### config.mk
export PLATFORM = sky130hd
export DESIGN_NAME = shiftsub_div
export DESIGN_NICKNAME = d
export VERILOG_FILES = /design/src/rtl/shiftsub_div.sv
export SDC_FILE = /design/constraint.sdc
export NUM_CORES = 1
export LEC_CHECK = 0
export BUFFER_PORTS_ARGS = -buffer_cell sky130_fd_sc_hd__clkbuf_2
export CAP_MARGIN = 20
export CORE_UTILIZATION = 50
export DETAILED_ROUTE_END_ITERATION = 10
export PLACE_DENSITY = 0.71
export SYNTH_ARGS = -nofsm -noshare
export SYNTH_HDL_FRONTEND = slang
export SYNTH_SLANG_ARGS = --single-unit
export TNS_END_PERCENT = 50
### constraint.sdc
create_clock -name clk -period 4.3 [get_ports clk]
set_clock_uncertainty 0.15 [all_clocks]
set_input_delay 0.43 -clock clk [delete_from_list [all_inputs] [get_ports clk]]
set_output_delay 0.43 -clock clk [all_outputs]
set_load 0.05 [all_outputs]
### src/rtl/shiftsub_div.sv
// Unsigned restoring (shift-subtract) divider: one quotient bit per clock,
// WIDTH CALC cycles per division, single-cycle done pulse with registered results.
module shiftsub_div #(
    parameter int WIDTH = 4
) (
    input  logic             clk,
    input  logic             rst_n,
    input  logic             start,
    input  logic [WIDTH-1:0] dividend,
    input  logic [WIDTH-1:0] divisor,
    output logic [WIDTH-1:0] quotient,
    output logic [WIDTH-1:0] remainder,
    output logic             busy,
    output logic             done,
    output logic             div_by_zero
);

    localparam int CW = $clog2(WIDTH + 1);

    typedef enum logic [1:0] {
        IDLE = 2'd0,
        CALC = 2'd1,
        DONE = 2'd2
    } state_e;

    state_e           state_q, state_d;
    logic [WIDTH:0]   a_q, a_d;
    logic [WIDTH-1:0] qw_q, qw_d;
    logic [WIDTH-1:0] m_q, m_d;
    logic [CW-1:0]    cnt_q, cnt_d;
    logic [WIDTH-1:0] quotient_q, quotient_d;
    logic [WIDTH-1:0] remainder_q, remainder_d;
    logic             busy_q, busy_d;
    logic             done_q, done_d;
    logic             dbz_q, dbz_d;

    logic [2*WIDTH:0] aq_sh_s;
    logic [WIDTH:0]   a_sh_s;
    logic [WIDTH:0]   diff_s;
    logic [WIDTH:0]   a_new_s;
    logic [WIDTH-1:0] q_new_s;

    // One restoring iteration on the current working registers
    always_comb begin
        aq_sh_s = {a_q, qw_q} << 1;
        a_sh_s  = aq_sh_s[2*WIDTH:WIDTH];
        diff_s  = a_sh_s - {1'b0, m_q};
        if (diff_s[WIDTH] == 1'b1) begin
            a_new_s = a_sh_s;
            q_new_s = {aq_sh_s[WIDTH-1:1], 1'b0};
        end else begin
            a_new_s = diff_s;
            q_new_s = {aq_sh_s[WIDTH-1:1], 1'b1};
        end
    end

    // Next-state and datapath control
    always_comb begin
        state_d     = state_q;
        a_d         = a_q;
        qw_d        = qw_q;
        m_d         = m_q;
        cnt_d       = cnt_q;
        quotient_d  = quotient_q;
        remainder_d = remainder_q;
        busy_d      = 1'b0;
        done_d      = 1'b0;
        dbz_d       = dbz_q;
        case (state_q)
            IDLE, DONE: begin
                if (start == 1'b1) begin
                    if (divisor == {WIDTH{1'b0}}) begin
                        // Zero divisor completes immediately without entering CALC
                        state_d     = DONE;
                        quotient_d  = {WIDTH{1'b1}};
                        remainder_d = dividend;
                        dbz_d       = 1'b1;
                        done_d      = 1'b1;
                    end else begin
                        state_d = CALC;
                        a_d     = {(WIDTH + 1){1'b0}};
                        qw_d    = dividend;
                        m_d     = divisor;
                        cnt_d   = CW'(WIDTH);
                        dbz_d   = 1'b0;
                        busy_d  = 1'b1;
                    end
                end else begin
                    state_d = IDLE;
                end
            end
            CALC: begin
                a_d   = a_new_s;
                qw_d  = q_new_s;
                cnt_d = cnt_q - CW'(1);
                if (cnt_q == CW'(1)) begin
                    state_d     = DONE;
                    quotient_d  = q_new_s;
                    remainder_d = a_new_s[WIDTH-1:0];
                    done_d      = 1'b1;
                end else begin
                    busy_d = 1'b1;
                end
            end
            default: begin
                state_d = IDLE;
            end
        endcase
    end

    // State and datapath registers
    always_ff @(posedge clk or negedge rst_n) begin
        if (!rst_n) begin
            state_q     <= IDLE;
            a_q         <= {(WIDTH + 1){1'b0}};
            qw_q        <= {WIDTH{1'b0}};
            m_q         <= {WIDTH{1'b0}};
            cnt_q       <= {CW{1'b0}};
            quotient_q  <= {WIDTH{1'b0}};
            remainder_q <= {WIDTH{1'b0}};
            busy_q      <= 1'b0;
            done_q      <= 1'b0;
            dbz_q       <= 1'b0;
        end else begin
            state_q     <= state_d;
            a_q         <= a_d;
            qw_q        <= qw_d;
            m_q         <= m_d;
            cnt_q       <= cnt_d;
            quotient_q  <= quotient_d;
            remainder_q <= remainder_d;
            busy_q      <= busy_d;
            done_q      <= done_d;
            dbz_q       <= dbz_d;
        end
    end

    assign quotient    = quotient_q;
    assign remainder   = remainder_q;
    assign busy        = busy_q;
    assign done        = done_q;
    assign div_by_zero = dbz_q;

endmodule

Word-level counts from Yosys, hierarchy flattened
Cells that the tools add are included.

Register bits: 28. Input port bits: 11. Output and inout port bits: 11.

Add/sub/neg operators: 2. Equal/unequal tests: 7. Muxes and demuxes: 31. Bitwise logic cells: 1. Reduce and logical (&&, ||, !) cells: 8.

Operator list (number): $mux 4 (11); $pmux 4 s2 (4); $ne 2x2->1 const B (4); $mux 1 (7); $mux 2 (3); $mux 3 (2); $pmux 3 s2 (1); $reduce_and 3->1 (2); $sub 5x4->5 (1); $logic_not 4->1 (1); $pmux 1 s2 (2); $pmux 2 s2 (1); $reduce_and 4->1 (1); $eq 3x1->1 const B (1); $sub 3x1->3 const B (1); $eq 2x1->1 const B (1); $eq 2x2->1 const B (1); $logic_not 2->1 (1); $reduce_and 2->1 (1); $reduce_bool 2->1 (1); $reduce_or 2->1 (1); $not 1->1 (1).

Longest topological paths before layout
Depth after elaboration: 4. Mapped depth: 9.

Worst setup path after synthesis
OpenSTA, ideal clock, no wires.

Path type: register to register. Start: register qw_q[3]. End: register remainder_q[2] (netlist: remainder[2]). Setup time: 0.128 ns. Arrival: 1.939 ns. Required time: 4.022 ns. Path slack: 2.084 ns. Stages on the path, launching flop included: 10. Path buffers: 0. Clock period less this slack: 2.216 ns. Path through: dfrtp_1 inv_1 ha_1 inv_1 fa_1 a21o_1 a21oi_4 mux2i_1 and3_4 a31oi_4.

Longest elaborated chain between the ends: 4.

RTL lines: start: declaration (RTL line 28) `logic [WIDTH-1:0] qw_q, qw_d;`; start signal: assignment (RTL line 116) `qw_q <= {WIDTH{1'b0}};`; start signal: assignment (RTL line 127) `qw_q <= qw_d;`; $sub 5x4->5 (RTL line 47) `diff_s = a_sh_s - {1'b0, m_q};`; $mux 4 (RTL line 48) `if (diff_s[WIDTH] == 1'b1) begin`; $mux 4 (RTL line 96) `if (cnt_q == CW'(1)) begin`; $pmux 4 s2 (RTL line 69) `case (state_q)`; end signal: assignment (RTL line 120) `remainder_q <= {WIDTH{1'b0}};`; end signal: assignment (RTL line 131) `remainder_q <= remainder_d;`; end: declaration (RTL line 32) `logic [WIDTH-1:0] remainder_q, remainder_d;`.

Every way passes these cells. The select of a mux whose other input is x is not followed. A chain may end at the register's enable or synchronous reset.

Worst setup path after layout
Start: register qw_q[3]. End: register a_q[3].

Longest elaborated chain between the ends: 3.

RTL lines: $sub 5x4->5 (RTL line 47); $mux 4 (RTL line 48); $pmux 4 s2 (RTL line 69); end signal: assignment (RTL line 115) `a_q <= {(WIDTH + 1){1'b0}};`; end: declaration (RTL line 27) `logic [WIDTH:0] a_q, a_d;`.

Every way passes these cells.

==> flow_summary.json <==
{
  "synthesis.nets": 160,
  "grt_overflow_total": 0,
  "ant_nets": 0,
  "drc": 0,
  "yosys_most_used_dff": "dfrtp_1",
  "gp_congestion": 0.7886,
  "relSlewSlack_pct": 37.22,
  "cap_viol_max_count": 0,
  "min_from": "divisor[1]",
  "cts_resized": 0,
  "start_util_pct": 52.99,
  "ys_ff_latch": 28,
  "holdPathEnd": "m_q[1]",
  "drive_gt1_share_pct": 19.88,
  "cts_tree": "built",
  "crit_required_ns": 4.42,
  "vias": 1121,
  "synth_top_family_by_area": "compound AO/OA/AOI/OAI gates",
  "dpl.hpwl_um": 2229,
  "ys_types": 39,
  "final_cells": 192,
  "worst_slack_ns": 1.877,
  "mostFrequentLayoutCells": "dfrtp_1 (28), clkbuf_2 (21), nand2_1 (16), o21ai_0 (13), a21oi_1 (8)",
  "dieArea_mm2": 0.003169,
  "drt_first_pass_iters": 4,
  "slew_viol_final": 0,
  "status": "finished, final reports clean",
  "reg2reg_slack_ns": 1.88,
  "drtIter0Drc": 20,
  "cts_buffers": 3,
  "vias_per_cell": 5.839,
  "cp-start-kind": "flip-flop",
  "end_kind": "flip-flop",
  "r2r-end": "a_q[3]",
  "pre_cts_ws_ns": 1.900,
  "timing.final.crit_share_pct": 56.34,
  "yosysSeqAreaShare_pct": 47.54,
  "syn_area_per_cell_um2": 10.38,
  "die_h_um": 56.30,
  "grt_max_degree": 29,
  "synth_area_mm2": 0.001474,
  "antenna_found_initial": 0,
  "ys_warn_count": 0,
  "cts_buffer_depth": 2,
  "synthXorXnorAreaFrac_pct": 2.377,
  "place_inst": 187,
  "ys_async_sr_fraction_pct": 100.0,
  "num_io_pins": 22,
  "worstPathArrival_ns": 2.54,
  "path_max_fanout": 10,
  "yosys.area.top_type": "dfrtp_1",
  "whs_path_depth": 2,
  "clk_pin_slew_worst_paths_ns": 0.15,
  "grt_pass1_wl_um": 4926,
  "clock-root-buffer": "clkbuf_4",
  "max_freq_ghz": 0.4128,
  "reg2reg_depth": 9,
  "hold_violations": 0,
  "area_delta_synth_final_pct": 11.46,
  "synth_area_leaders": "dfrtp_1 (48%), ha_1 (5.1%), o21ai_0 (4.4%), nand2_1 (4.1%), a21oi_1 (2.7%)",
  "fin_tns_setup_ns": 0,
  "grt.total_usage_pct": 20.40,
  "muxShareOfSynthArea_pct": 2.716,
  "finalNetCount": 180,
  "synth-simple-area-share_pct": 17.23,
  "netlist_instances": 142,
  "layout_min_cycle_time_ns": 2.423,
  "die_w_um": 56.30,
  "core-area_mm2": 0.002781,
  "num_rows": 19,
  "synth_compound_area_share_pct": 19.35,
  "synth-adder-area-share_pct": 6.452,
  "synth_edf_count": 0,
  "wl_per_cell_um": 15.96,
  "rsz0062_at_grt": "no",
  "grt_pass1_vias": 1102,
  "criticalPathCategory": "reg -> reg",
  "finalSetupViolations": 0,
  "cts.sinks": 28,
  "diodes": 0,
  "r2r-start": "qw_q[3]",
  "worstMarginPinSlew_ns": 0.9397,
  "hold_class": "in -> reg",
  "worstSkewPairLatency_ns": 0.33,
  "port_buffers": 21,
  "htree_levels": 1,
  "final_common_cell": "dfrtp_1",
  "drt-total-wl_um": 3064,
  "synth_top_area_share_pct": 47.54
}
logic make-up (layout without fill, tap and decap cells):
group | Yosys count | count (layout)
DFF | 28 | 28
buffers and inverters | 14 | 33
and+or+nand+nor | 47 | 47
adders and majority gates | 7 | 7
muxes | 4 | 4
xor gates and xnor gates | 4 | 4
AOI/OAI and AO/OA | 38 | 38
metrics by stage:
stage               area, µm²  utilization (%)  hold slack (ns)
finish                   1643            59.06           0.1746
global route             1643            59.06           0.1807
global placement         1580            56.82           0.3203
CTS                      1643            59.06           0.1677
floorplan                1474                -         -0.01559
detailed placement       1580            56.82           0.3277
worst max-delay path: stages, from the launching register on:
cell and delay, ns:
dfrtp_1 0.43, inv_1 0.08, ha_1 0.16, inv_1 0.06
fa_1 0.40, a21o_1 0.20, a21oi_4 0.30, xor2_1 0.28
a21oi_1 0.11, a21oi_1 0.19
how the worst max path moves through the flow:
stage	start	to	slack (ns)
after floorplan	qw_q[3]	remainder[2]	2.08
after global placement	qw_q[3]	remainder[2]	1.99
after global routing	qw_q[3]	a_q[3]	1.69
final	qw_q[3]	a_q[3]	1.88
after CTS	qw_q[3]	a_q[3]	1.88
after detailed placement	qw_q[3]	remainder[2]	1.90
sequential cells by signal (all words and copies together) (netlist names):
name / count
state_q: 2
done: 1
busy: 1
qw_q: 4
div_by_zero: 1
quotient: 4
a_q: 4
remainder: 4
m_q: 4
cnt_q: 3
per-layer routing:
metal	GRT usage (%)	part of all wire [%]
met2	34.69	50
met4	10.10	2.5
met1	25.95	46
met3	2.074	1.4
met5	0	0
layout make-up:
class	count	area, µm²
sequential	28	700.7
timing repair buffer	22	115.1
inverter	7	26.28
fill	228	1139
clock buffer	3	22.52
clock inverter	1	30.03
multi-input combinational	100	709.4
tap	31	38.79
timing repair:
item	in CTS	in global routing
buffers inserted	0	0
hold buffers	1	0
endpoints found under the hold margin	28	0
synth_stat cells, types with 3 or more instances:
cell type   n
dfrtp_1    28
o21ai_0    13
xor2_1      3
a21oi_1     8
nor3b_1     3
a22o_1      4
nand2b_1    3
inv_1       7
and3_1      3
ha_1        6
o22a_1      4
clkbuf_1    4
nand2_1    16
mux2i_1     4
nor2b_1     3
nand3_1     5
nor2_1      6
Power is left out: the tool's default activity adds up to more than one toggle a clock period on the data nets, which glitch-free logic cannot reach.
